==> config.mk <==
export PLATFORM = sky130hd
export DESIGN_NAME = imem_boot_loader
export DESIGN_NICKNAME = d
export VERILOG_FILES = /design/src/rtl/boot_loader_pkg.sv /design/src/rtl/byte_to_word_packer.sv /design/src/rtl/imem_boot_loader.sv
export SDC_FILE = /design/constraint.sdc
export NUM_CORES = 1
export LEC_CHECK = 0
export ABC_AREA = 1
export BUFFER_PORTS_ARGS = -buffer_cell sky130_fd_sc_hd__buf_2
export CAP_MARGIN = 20
export CELL_PAD_IN_SITES_DETAIL_PLACEMENT = 1
export CELL_PAD_IN_SITES_GLOBAL_PLACEMENT = 1
export CORE_ASPECT_RATIO = 1.4
export CORE_MARGIN = 10
export CORE_UTILIZATION = 25
export DETAILED_ROUTE_END_ITERATION = 10
export GPL_TIMING_DRIVEN = 0
export HOLD_SLACK_MARGIN = 0.06
export PLACE_DENSITY_LB_ADDON = 0.12
export SLEW_MARGIN = 40
export SYNTH_ARGS = -nofsm -noshare
export SYNTH_HDL_FRONTEND = slang
export SYNTH_HIERARCHICAL = 1
export SYNTH_SLANG_ARGS = --single-unit
export TNS_END_PERCENT = 30
==> constraint.sdc <==
create_clock -name clk -period 2.6 [get_ports clk]
set_clock_uncertainty 0.2 [all_clocks]
set_input_delay 0.13 -clock clk [delete_from_list [all_inputs] [get_ports clk]]
set_output_delay 0.13 -clock clk [all_outputs]
set_load 0.005 [all_outputs]
==> src/rtl/boot_loader_pkg.sv <==
// Shared constants for the instruction-memory boot loader: FSM encoding and
// header layout.
package boot_loader_pkg;

    localparam logic [2:0] ST_HDR_HI = 3'd0;
    localparam logic [2:0] ST_HDR_LO = 3'd1;
    localparam logic [2:0] ST_DATA   = 3'd2;
    localparam logic [2:0] ST_HOLD   = 3'd3;
    localparam logic [2:0] ST_RUN    = 3'd4;
    localparam logic [2:0] ST_ERR    = 3'd5;

    // Header is a 16-bit big-endian word count.
    localparam int HDR_BYTES = 2;

endpackage

==> src/rtl/byte_to_word_packer.sv <==
// Assembles big-endian 32-bit words from accepted bytes and emits a one-cycle
// word_valid pulse the cycle after the fourth byte of each word.
module byte_to_word_packer (
    input  logic        clk,
    input  logic        reset,
    input  logic        accept_i,
    input  logic [7:0]  byte_i,
    output logic        last_o,
    output logic        word_valid_o,
    output logic [31:0] word_o
);

    logic [1:0]  cnt_q, cnt_d;
    logic [31:0] shift_q, shift_d;
    logic        vld_q;

    assign last_o       = accept_i && (cnt_q == 2'd3);
    assign word_valid_o = vld_q;
    // The completed word stays in the shift register for the pulse cycle;
    // the next byte only overwrites it at the end of that cycle.
    assign word_o       = shift_q;

    always_comb begin
        cnt_d   = cnt_q;
        shift_d = shift_q;
        if (accept_i) begin
            cnt_d   = cnt_q + 2'd1;
            shift_d = {shift_q[23:0], byte_i};
        end
    end

    always_ff @(posedge clk) begin
        if (reset) begin
            cnt_q   <= '0;
            shift_q <= '0;
            vld_q   <= 1'b0;
        end else begin
            cnt_q   <= cnt_d;
            shift_q <= shift_d;
            vld_q   <= last_o;
        end
    end

endmodule

==> src/rtl/imem_boot_loader.sv <==
// Loads a length-prefixed byte image into instruction memory, holding the CPU
// in reset until the image is written and a short hold interval has elapsed.
module imem_boot_loader
    import boot_loader_pkg::*;
#(
    parameter int ADDR_WIDTH = 10,
    parameter int RESET_HOLD = 4
) (
    input  logic                  clk,
    input  logic                  reset,
    input  logic                  in_valid,
    input  logic [7:0]            in_data,
    output logic                  in_ready,
    output logic                  imem_we,
    output logic [ADDR_WIDTH-1:0] imem_addr,
    output logic [31:0]           imem_wdata,
    output logic                  cpu_reset,
    output logic                  done,
    output logic                  error,
    output logic [ADDR_WIDTH:0]   words_loaded
);

    localparam logic [16:0] DEPTH = 17'(1) << ADDR_WIDTH;
    localparam int HW = (RESET_HOLD > 1) ? $clog2(RESET_HOLD) : 1;
    localparam logic [HW-1:0] HOLD_LAST = HW'(RESET_HOLD - 1);

    logic [2:0]            state_q, state_d;
    logic [7:0]            hdr_q, hdr_d;
    logic [15:0]           n_q, n_d;
    logic [ADDR_WIDTH:0]   cnt_q, cnt_d;
    logic [ADDR_WIDTH-1:0] addr_q, addr_d;
    logic [HW-1:0]         hold_q, hold_d;

    logic        accept, pk_last, pk_vld, last_word;
    logic [31:0] pk_word;
    logic [16:0] n_hdr;

    assign in_ready  = !reset && (state_q == ST_HDR_HI || state_q == ST_HDR_LO ||
                                  state_q == ST_DATA);
    assign accept    = in_valid && in_ready;
    assign n_hdr     = {1'b0, hdr_q, in_data};
    // Count is one bit wider than the address so N == depth never wraps.
    assign last_word = (17'(cnt_q) + 17'd1) == {1'b0, n_q};

    byte_to_word_packer u_packer (
        .clk          (clk),
        .reset        (reset),
        .accept_i     (accept && state_q == ST_DATA),
        .byte_i       (in_data),
        .last_o       (pk_last),
        .word_valid_o (pk_vld),
        .word_o       (pk_word)
    );

    always_comb begin
        state_d = state_q;
        hdr_d   = hdr_q;
        n_d     = n_q;
        cnt_d   = cnt_q;
        addr_d  = addr_q;
        hold_d  = hold_q;
        case (state_q)
            ST_HDR_HI: if (accept) begin
                hdr_d   = in_data;
                state_d = ST_HDR_LO;
            end
            ST_HDR_LO: if (accept) begin
                n_d    = n_hdr[15:0];
                hold_d = '0;
                if (n_hdr > DEPTH)       state_d = ST_ERR;
                else if (n_hdr == 17'd0) state_d = ST_HOLD;
                else                     state_d = ST_DATA;
            end
            ST_DATA: if (pk_last) begin
                addr_d = cnt_q[ADDR_WIDTH-1:0];
                cnt_d  = cnt_q + 1'b1;
                if (last_word) state_d = ST_HOLD;
            end
            ST_HOLD: begin
                hold_d = hold_q + 1'b1;
                if (hold_q == HOLD_LAST) state_d = ST_RUN;
            end
            default: ;
        endcase
    end

    always_ff @(posedge clk) begin
        if (reset) begin
            state_q <= ST_HDR_HI;
            hdr_q   <= '0;
            n_q     <= '0;
            cnt_q   <= '0;
            addr_q  <= '0;
            hold_q  <= '0;
        end else begin
            state_q <= state_d;
            hdr_q   <= hdr_d;
            n_q     <= n_d;
            cnt_q   <= cnt_d;
            addr_q  <= addr_d;
            hold_q  <= hold_d;
        end
    end

    // Outputs are forced to their idle values while reset is asserted, so a
    // write registered just before reset never reaches memory.
    assign imem_we      = pk_vld && !reset;
    assign imem_addr    = reset ? '0 : addr_q;
    assign imem_wdata   = reset ? '0 : pk_word;
    assign cpu_reset    = reset || (state_q != ST_RUN);
    assign done         = !reset && (state_q == ST_RUN);
    assign error        = !reset && (state_q == ST_ERR);
    assign words_loaded = reset ? '0 : cnt_q;

endmodule

# ---- After elaboration in Yosys (flattened, before gate mapping)
# Cells that the tools add are included.
dict set report op_classes {
  n_addsub 4
  n_mul 0
  n_div 0
  order_cmp 1
  n_eq_ne 14
  shifts 0
  n_mux 13
  bitwise_logic 0
  n_reduce_logical 20
}
# op count
set ops {}
lappend ops {{two-way mux 32 bit} 1}
lappend ops {{two-way mux 3 bit} 6}
lappend ops {{zero test 17 bit} 1}
lappend ops {{== test 12 x 16 -> 1 bit} 1}
lappend ops {{greater-than comparator 16 x 11 -> 1 bit (second input constant)} 1}
lappend ops {{adder 11 x 1 -> 12 bit (second input constant)} 1}
lappend ops {{case mux 3 bit (4 select lines)} 1}
lappend ops {{adder 11 x 1 -> 11 bit (second input constant)} 1}
lappend ops {{two-way mux 11 bit} 1}
lappend ops {{two-way mux 10 bit} 1}
lappend ops {{inequality test 2 bit (second input constant)} 5}
lappend ops {{AND reduction 2 bit} 4}
lappend ops {{logical AND 1 bit} 7}
lappend ops {{== test 3 x 2 -> 1 bit (second input constant)} 2}
lappend ops {{== test 3 bit (second input constant)} 2}
lappend ops {{AND reduction 6 bit} 1}
lappend ops {{adder 2 x 1 -> 2 bit (second input constant)} 2}
lappend ops {{== test 2 bit (second input constant)} 2}
lappend ops {{case mux 2 bit (2 select lines)} 1}
lappend ops {{nonzero test 4 bit} 1}
lappend ops {{== test 3 x 1 -> 1 bit (second input constant)} 1}
lappend ops {{zero test 3 bit} 1}
lappend ops {{logical OR 1 bit} 3}
lappend ops {{inequality test 3 bit (second input constant)} 1}
lappend ops {{4 further kinds} 4}
dict set report word_totals {
  register_bits 85
  latch_bits 0
  mem_bits_rw 0
  mem_bits_ro 0
  input_bits 11
  n_memories 0
}

# ---- Depth between registers and ports, before layout
# Gate-level depths: netlist (run 1).
dict set report logic_depth {
  depth_word 9
  ltp_mapped 24
  ltp_nobuf 20
}

# ---- Cells and area by module
# The synthesis (run 1) kept the hierarchy.
# mod instances cells_per_inst area_each_um2
set modules_own_cells {}
lappend modules_own_cells {imem_boot_loader 1 469 2846.5}
lappend modules_own_cells {byte_to_word_packer 1 220 1440.1}

# ---- Worst setup path before layout (run 1)
# Ideal clock, no wire load.
dict set report synth_path {
  path_type {register -> register}
  start {register state_q[0]}
  end {register state_q[1]}
  arrival_ps 2078
  setup_slack_ps 210
  stages_incl_launch_ff 24
  path_buffers 3
  path_cell_list {dfxtp_1 nand2_1 nand3_1 inv_1 nand2_1 nor2_1 buf_6 buf_6 buf_8 nand2_1 inv_1 inv_1 nor3_1 nand2_1 nor2_1 nand2_1 nor2_1 nand3_1 nor2_1 nand2_1 nand2_2 nand2_2 o21ai_2 inv_1}
}
dict set report synth_via {
  elab_chain_len 9
}
# element line
set synth_lines {}
lappend synth_lines {{from (decl)} imem_boot_loader.sv:27} ;# logic [2:0] state_q, state_d;
lappend synth_lines {{from (signal assigned)} imem_boot_loader.sv:96} ;# state_q <= state_d;
lappend synth_lines {{== test 3 x 1 -> 1 bit or zero test 3 bit (tied branches)} imem_boot_loader.sv:38} ;# assign in_ready = !reset && (state_q == ST_HDR_HI || state_q == ST_HDR_LO ||
lappend synth_lines {{logical OR 1 bit} imem_boot_loader.sv:38}
lappend synth_lines {{logical OR 1 bit (*)} imem_boot_loader.sv:38}
lappend synth_lines {{logical AND 1 bit (*)} imem_boot_loader.sv:38}
lappend synth_lines {{net in_ready} imem_boot_loader.sv:13} ;# output logic in_ready,
lappend synth_lines {{logical AND 1 bit (*)} imem_boot_loader.sv:40} ;# assign accept = in_valid && in_ready;
lappend synth_lines {{logical AND 1 bit (*)} imem_boot_loader.sv:48} ;# .accept_i (accept && state_q == ST_DATA),
lappend synth_lines {{logical AND 1 bit (*)} byte_to_word_packer.sv:17} ;# assign last_o = accept_i && (cnt_q == 2'd3);
lappend synth_lines {{net pk_last} imem_boot_loader.sv:34} ;# logic accept, pk_last, pk_vld, last_word;
lappend synth_lines {{inequality test 2 bit (no line) (*)} --}
lappend synth_lines {{AND reduction 6 bit (no line) (*)} --}
# The timed path passes the listed nets; every way through them passes the cells marked *.
# A chain may end at the register's enable or synchronous reset.

# ---- Worst setup path after layout (run 1)
dict set report layout_path {
  start {register state_q[0]}
  end {register state_q[1]}
}
dict set report layout_via {
  elab_chain_len 9
}
# element line
set layout_lines {}
lappend layout_lines {{== test 3 x 1 -> 1 bit or zero test 3 bit (tied branches)} imem_boot_loader.sv:38}
lappend layout_lines {{logical OR 1 bit (2 in a row)} imem_boot_loader.sv:38}
lappend layout_lines {{logical AND 1 bit} imem_boot_loader.sv:38}
lappend layout_lines {{logical AND 1 bit} imem_boot_loader.sv:40}
lappend layout_lines {{logical AND 1 bit (*)} imem_boot_loader.sv:48}
lappend layout_lines {{logical AND 1 bit (*)} byte_to_word_packer.sv:17}
lappend layout_lines {{net pk_last} imem_boot_loader.sv:34}
lappend layout_lines {{inequality test 2 bit (no line) (*)} --}
lappend layout_lines {{AND reduction 6 bit (no line) (*)} --}
# Marked as above.

==> results.py, run 1 <==
metrics = {
    "sta": {
        "drv_slew": 0,
        "maxSlewHeadroom_pct": 56.28,
        "setup_ws_ns": 0.2010,
        "fin_tns_setup_ns": 0,
        "fin_crit_sh_pct": 92.27,
        "min_period_ns": 2.399,
        "max_freq_mhz": 416.8,
        "rsz0062_at_grt": "false",
        "tightest_slew_ns": 0.6558,
        "setup_viol": 0,
        "finalHoldViolCount": 0,
    },
    "layout": {
        "layout-area-overhead-vs-synth_pct": 24.96,
        "nFillCells": 2215,
        "antenna_cells": 0,
        "instances_no_fill": 990,
        "final_nets": 796,
        "drive_above_1_share_pct": 17.15,
        "finish.utilization_pct": 31.85,
    },
    "detailed_routing": {
        "drcViolationCount": 0,
        "post_drt_wl_per_cell_um": 14.40,
        "firstDrtPassIters": 4,
        "viasPerCell": 4.366,
        "dr.first_iter.drc_count": 131,
        "wl_mm": 14.26,
        "vias": 4322,
        "ant_nets": 0,
    },
    "power": {
        "pwr-share-clk_pct": 43.1,
        "ir_worst_vdd_mv": 0.2643,
        "netSwitchingFraction_pct": 27.07,
        "internal_power_uw": 2219,
        "p_leak_uw": 0.002477,
        "pwr-share-comb_pct": 11.5,
        "p_switching_uw": 823.5,
        "cellPowerDensity_nw_per_um2": 568.0,
        "power.total_uw": 3043,
        "seqPwrFrac_pct": 45.4,
    },
    "logic_synthesis": {
        "synth_seq_area_share_pct": 39.70,
        "syn_nets": 703,
        "avgSynthCellArea_um2": 6.221,
        "synthAdderAreaFrac_pct": 0.8757,
        "ys.flop_type": "dfxtp_1",
        "synthCells": 689,
        "yosys-top-cells-area": "dfxtp_1, nor2_1, nand2_1",
        "synth_mux_area_share_pct": 0,
        "synth-compound-area-share_pct": 11.18,
        "netlist-cell-type-count": 27,
        "syn-cell-area_um2": 4287,
        "ys_async_sr_fraction_pct": 0,
        "synth.most_common_cell": "nor2_1",
        "yosysTopAreaCell": "dfxtp_1",
        "synth_top_family_by_area": "simple AND/OR/NAND/NOR gates",
        "yosys_warnings": 6,
        "yosys-top-cells-count": "nor2_1, nand2_1, inv_1",
        "synth-simple-area-share_pct": 32.72,
        "synth_xor_area_share_pct": 0.2043,
        "synth_seq_cells": 85,
        "synth-edff-count": 0,
        "synth_top_area_share_pct": 39.70,
    },
    "hold_path": {
        "hold_end": "u_packer/word_valid_o",
        "hold_path_startpoint": "in_valid",
        "hold_path_depth": 6,
        "worstHoldPathType": "in -> reg",
    },
    "worst_setup_path": {
        "r2r_cells": 21,
        "cp.arrival_ns": 2.44,
        "regToRegEndpoint": "state_q[1]",
        "crit_path_start_kind": "flop",
        "r2r_setup_slack_ns": 0.20,
        "r2r_start": "state_q[0]",
        "worstSetupPathType": "reg -> reg",
        "critPathCaptureType": "flop",
        "crit_required_ns": 2.64,
        "cp_max_fo": 4,
    },
    "clock_tree": {
        "cts_max_path_buffers": 2,
        "path_clk_slew_ns": 0.06,
        "cts_buffers": 9,
        "clk_latency_ns": 0.35,
        "root_buffer": "clkbuf_16",
        "cts_tree": "built",
        "numClockSinks": 85,
        "htreeDepth": 3,
    },
    "floorplanning": {
        "core_um2": 16820,
        "rows": 56,
        "die_y_um": 174.9,
        "die-area_um2": 22860,
        "io_pins": 69,
        "start_util_pct": 25.49,
        "dieWidth_um": 130.7,
    },
    "flow_run": {
        "maxCapViolations": 0,
    },
    "place": {
        "pre_cts_slack_ns": -0.7550,
        "place_congestion": 0.7582,
        "hpwl_mm": 11.40,
        "dp.cells": 960,
        "io_buffer_count": 68,
    },
    "grt": {
        "track_usage_pct": 13.21,
        "gr-total-overflow": 0,
        "grt_max_degree": 15,
        "grt_pass1_vias": 4722,
        "grt_first_pass_wirelength_mm": 23.69,
        "antenna_found_initial": 0,
    },
    "run_status": {
        "outcome": "finished, final reports clean",
    },
}
==> power groups by stage <==
| stage | clock (uW) | combinational, uW | sequential (uW) |
|---|---|---|---|
| after floorplan | 0 | 215 | 1400 |
| after global placement | 0 | 316 | 1410 |
| after detailed placement | 0 | 325 | 1410 |
| after CTS | 1360 | 359 | 1380 |
| after global routing | 1420 | 403 | 1390 |
| final | 1310 | 349 | 1380 |
==> cell usage in the layout (no fill, tap or decap), types with 3 or more instances in the layout <==
cell and n:
nand2_2 5, dlygate4sd3_1 9, nand3_1 26, dfxtp_1 82
buf_4 7, nor2_1 160, nor2_4 4, buf_2 79
clkbuf_1 14, clkinv_2 3, ha_1 3, clkbuf_16 9
inv_1 129, inv_2 4, nand2_1 135, nand4_1 3
a21oi_1 45, o21ai_0 39, nand3_2 6
==> per-stage QoR <==
stage / cell area (um2) / hold WS (ns)
after global routing: 5356 / 0.06812
after floorplan: 4287 / 0.002383
after global placement: 4881 / 0.1401
final: 5356 / 0.05535
after CTS: 5338 / 0.06971
after detailed placement: 4881 / 0.1434
==> critical path: stages (launching register included) <==
cell	delay [ns]
dfxtp_4	0.36
nand2_4	0.08
nand3_2	0.07
inv_2	0.08
nand2_4	0.07
nor2_4	0.10
buf_6	0.10
nand2_2	0.05
inv_1	0.07
inv_2	0.06
nor3_4	0.11
nand2_1	0.08
nor2_1	0.09
nand2_1	0.09
nor2_4	0.12
nand3_2	0.09
nor2_2	0.08
nand2_1	0.07
nand2_2	0.08
nand2_2	0.07
o21ai_2	0.13
inv_1	0.04
==> worst max-delay path by stage <==
| stage | startpoint | end | slack (ns) | depth (start not counted) |
|---|---|---|---|---|
| 6_report | state_q[0] | state_q[1] | 0.20 | 21 |
| 5_1_grt | state_q[0] | state_q[1] | 0.01 | 21 |
| 4_1_cts | state_q[0] | state_q[1] | 0.01 | 21 |
| 3_5_place_dp | reset | state_q[1] | -0.75 | 25 |
| 3_3_place_gp | reset | state_q[1] | -0.76 | 25 |
| 2_1_floorplan | state_q[0] | state_q[1] | 0.21 | 23 |
==> state kept, by name, summed over array words and instances, names as in the netlist <==
name                   count
addr_q                    10
cnt_q                     11
hdr_q                      8
hold_q                     2
n_q                       16
state_q                    3
u_packer/cnt_q             2
u_packer/word_o           32
u_packer/word_valid_o      1
==> timing repair <==
action,4_1_cts,5_1_grt
buffers inserted,7,0
hold buffers,9,0
hold endpoints to repair,29,0
endpoints found under the setup margin,24,3
resized for setup,17,6
pin swaps,12,9
==> layer usage <==
| layer | vias up | global-route usage (%) | wire length, um |
|---|---|---|---|
| met5 | - | 0 | 0 |
| met3 | 27 | 2.181 | 393 |
| li1 | 2246 | - | - |
| met4 | 0 | 8.039 | 559 |
| met2 | 65 | 24.58 | 7715 |
| met1 | 1984 | 13.10 | 5590 |
==> cell type report <==
cell class	instances	area [um2]	share of cell area [%]
timing repair buffer	84	483.0	9.017
sequential	85	1708	31.89
buffer	28	127.6	2.383
clock inverter	6	62.56	1.168
clock buffer	10	229.0	4.275
tap	203	254.0	4.742
multi-input combinational	440	1989	37.14
inverter	134	503.0	9.390
==> kinds of logic (layout without fill, tap and decap cells) <==
group | after synthesis | after routing
adder cells (fa/ha/maj) | 3 | 3
AND/OR/NAND/NOR | 345 | 345
flip-flops | 85 | 85
XOR/XNOR | 1 | 1
AO/OA/AOI/OAI | 91 | 91
buffers and inverters | 164 | 262
No activity file was read; power rests on OpenSTA's default activity.
==> run 2: changes to the inputs <==
--- a/config.mk
+++ b/config.mk
@@ -13,10 +13,12 @@
 export CORE_ASPECT_RATIO = 1.4
 export CORE_MARGIN = 10
 export CORE_UTILIZATION = 25
+export CTS_BUF_LIST = sky130_fd_sc_hd__clkbuf_2
 export DETAILED_ROUTE_END_ITERATION = 10
 export GPL_TIMING_DRIVEN = 0
 export HOLD_SLACK_MARGIN = 0.06
 export PLACE_DENSITY_LB_ADDON = 0.12
+export SKIP_LAST_GASP = 1
 export SLEW_MARGIN = 40
 export SYNTH_ARGS = -nofsm -noshare
 export SYNTH_HDL_FRONTEND = slang
==> results.py, run 2 (synthesized netlist as in run 1, its figures left out) <==
metrics = {
    "worst_setup_path": {
        "regToRegEndpoint": "state_q[1]",
        "path_delay_family": "simple AND/OR/NAND/NOR gates",
        "crit_path_start_kind": "flop",
        "worstSetupPathType": "reg -> reg",
        "cp_max_fo": 6,
        "r2r_setup_slack_ns": 0.20,
        "slowest_delay_ns": 0.40,
        "crit_required_ns": 2.91,
        "slowest_stage": "dfxtp_4",
        "cp.arrival_ns": 2.70,
        "critPathCaptureType": "flop",
        "cp_cell_sequence": "buf_4 -> inv_1 -> nand2_2 -> nor2_4 -> buf_6 -> nand2_2 -> inv_2 -> inv_2 -> nor3_4 -> nand2_1 -> nor2_1 -> nand2_1 -> nor2_4 -> nand3_2 -> nor2_2 -> nand2_1 -> nand2_2 -> nand2_2 -> o21ai_2 -> inv_1",
        "critPathBufInv": 6,
        "cp_common_cell": "nand2_2",
        "r2r_start": "state_q[0]",
        "r2r_cells": 20,
    },
    "layout": {
        "layout-area-overhead-vs-synth_pct": 22.42,
        "final_nets": 801,
        "most-common-layout-cells": "nor2_1, nand2_1, inv_1",
        "largest_register_ffs": 32,
        "drive_above_1_share_pct": 17.30,
        "instances_no_fill": 996,
        "final_common_cell": "nor2_1",
        "finish.utilization_pct": 31.21,
    },
    "floorplanning": {
        "die-area_um2": 22860,
        "die_y_um": 174.9,
        "dieWidth_um": 130.7,
        "start_util_pct": 25.49,
        "core_um2": 16820,
        "io_pins": 69,
        "rows": 56,
    },
    "sta": {
        "setup_viol": 0,
        "min_period_ns": 2.397,
        "rsz0062_at_grt": "false",
        "fin_crit_sh_pct": 92.17,
        "drv_slew": 0,
        "finalHoldViolCount": 0,
        "max_freq_mhz": 417.3,
        "maxSlewHeadroom_pct": 55.14,
        "tightest_slew_ns": 0.6730,
    },
    "detailed_routing": {
        "firstDrtPassIters": 4,
        "wl_mm": 14.65,
        "post_drt_wl_per_cell_um": 14.71,
        "ant_nets": 0,
        "vias": 4328,
        "drcViolationCount": 0,
        "viasPerCell": 4.345,
        "dr.first_iter.drc_count": 125,
    },
    "power": {
        "cellPowerDensity_nw_per_um2": 473.3,
        "ir_worst_vdd_mv": 0.1612,
        "p_leak_uw": 0.002427,
        "power.total_uw": 2484,
    },
    "clock_tree": {
        "cts_buffers": 9,
        "cts_tree": "built",
        "cts_max_path_buffers": 2,
        "clk_latency_ns": 0.61,
        "root_buffer": "clkbuf_2",
        "htreeDepth": 3,
        "path_clk_slew_ns": 0.28,
        "numClockSinks": 85,
    },
    "hold_path": {
        "hold_path_startpoint": "reset",
        "worstHoldPathType": "in -> reg",
        "hold_path_depth": 4,
        "hold_end": "n_q[12]",
    },
    "grt": {
        "grt_max_degree": 15,
        "grt_first_pass_wirelength_mm": 24.07,
        "track_usage_pct": 13.44,
        "gr-total-overflow": 0,
        "grt_pass1_vias": 4747,
        "antenna_found_initial": 1,
    },
    "place": {
        "hpwl_mm": 11.40,
        "io_buffer_count": 68,
        "dp.cells": 960,
        "place_congestion": 0.7582,
    },
    "run_status": {
        "outcome": "finished, final reports clean",
    },
    "flow_run": {
        "maxCapViolations": 0,
    },
}
-- run 2: cell count changes in the layout (fill, tap and decap cells not counted), sizes merged --
cell / change
dlygate4sd3: +7
buf: -2
diode: +1
-- run 2: layer usage --
metal	part of all wire, %	wire [um]	track usage (%)
met3	2.8	406	2.272
met5	0	0	0
met4	3.0	436	6.970
met2	56	8148	25.77
met1	39	5656	13.09
-- run 2: worst max path at each step --
stage | from | endpoint | slack (ns) | depth (start not counted)
finish | state_q[0] | state_q[1] | 0.20 | 20
CTS | state_q[0] | state_q[1] | 0.008 | 21
global placement | reset | state_q[1] | -0.76 | 25
floorplan | state_q[0] | state_q[1] | 0.21 | 23
global route | state_q[1] | state_q[1] | 0.01 | 21
detailed placement | reset | state_q[1] | -0.75 | 25
-- run 2: stage by stage --
stage / instance area, um2 / worst slack (ns) / TNS, ns / hold slack (ns)
after CTS: 5204 / 0.007584 / 0 / 0.08817
after global placement: 4881 / -0.7566 / -9.220 / 0.1401
after detailed placement: 4881 / -0.7550 / -9.695 / 0.1434
after floorplan: 4287 / 0.2104 / 0 / 0.002383
final: 5248 / 0.2035 / 0 / 0.1257
after global routing: 5248 / 0.01264 / 0 / 0.1238
-- run 2: power breakdown --
| part | leakage (uW) | total [uW] | switching [uW] | internal [uW] |
|---|---|---|---|---|
| logic | 0.00166 | 362 | 236 | 126 |
| clock network | 0.0000761 | 737 | 510 | 227 |
| registers | 0.000689 | 1390 | 29.4 | 1360 |
-- run 2: final cells by class --
| type | count | area (um2) |
|---|---|---|
| buffer | 28 | 127.6 |
| clock inverter | 6 | 62.56 |
| timing repair buffer | 89 | 538.0 |
| inverter | 134 | 503.0 |
| sequential | 85 | 1710 |
| multi-input combinational | 440 | 1999 |
| clock buffer | 10 | 50.05 |
| fill | 2239 | 11570 |
| tap | 203 | 254.0 |
| antenna | 1 | 2.502 |
-- run 2: what timing repair did --
item	in CTS	in global routing
pin swaps	11	11
endpoints found under the hold margin	59	0
setup buffers	5	0
endpoints found under the setup margin	24	4
hold buffers	16	0
resized for setup	15	13
-- run 2: worst min-delay path, delay by kind of cell --
family	cells	cell delay [ns]
buf+inv	3	0.62
simple gates	1	0.17
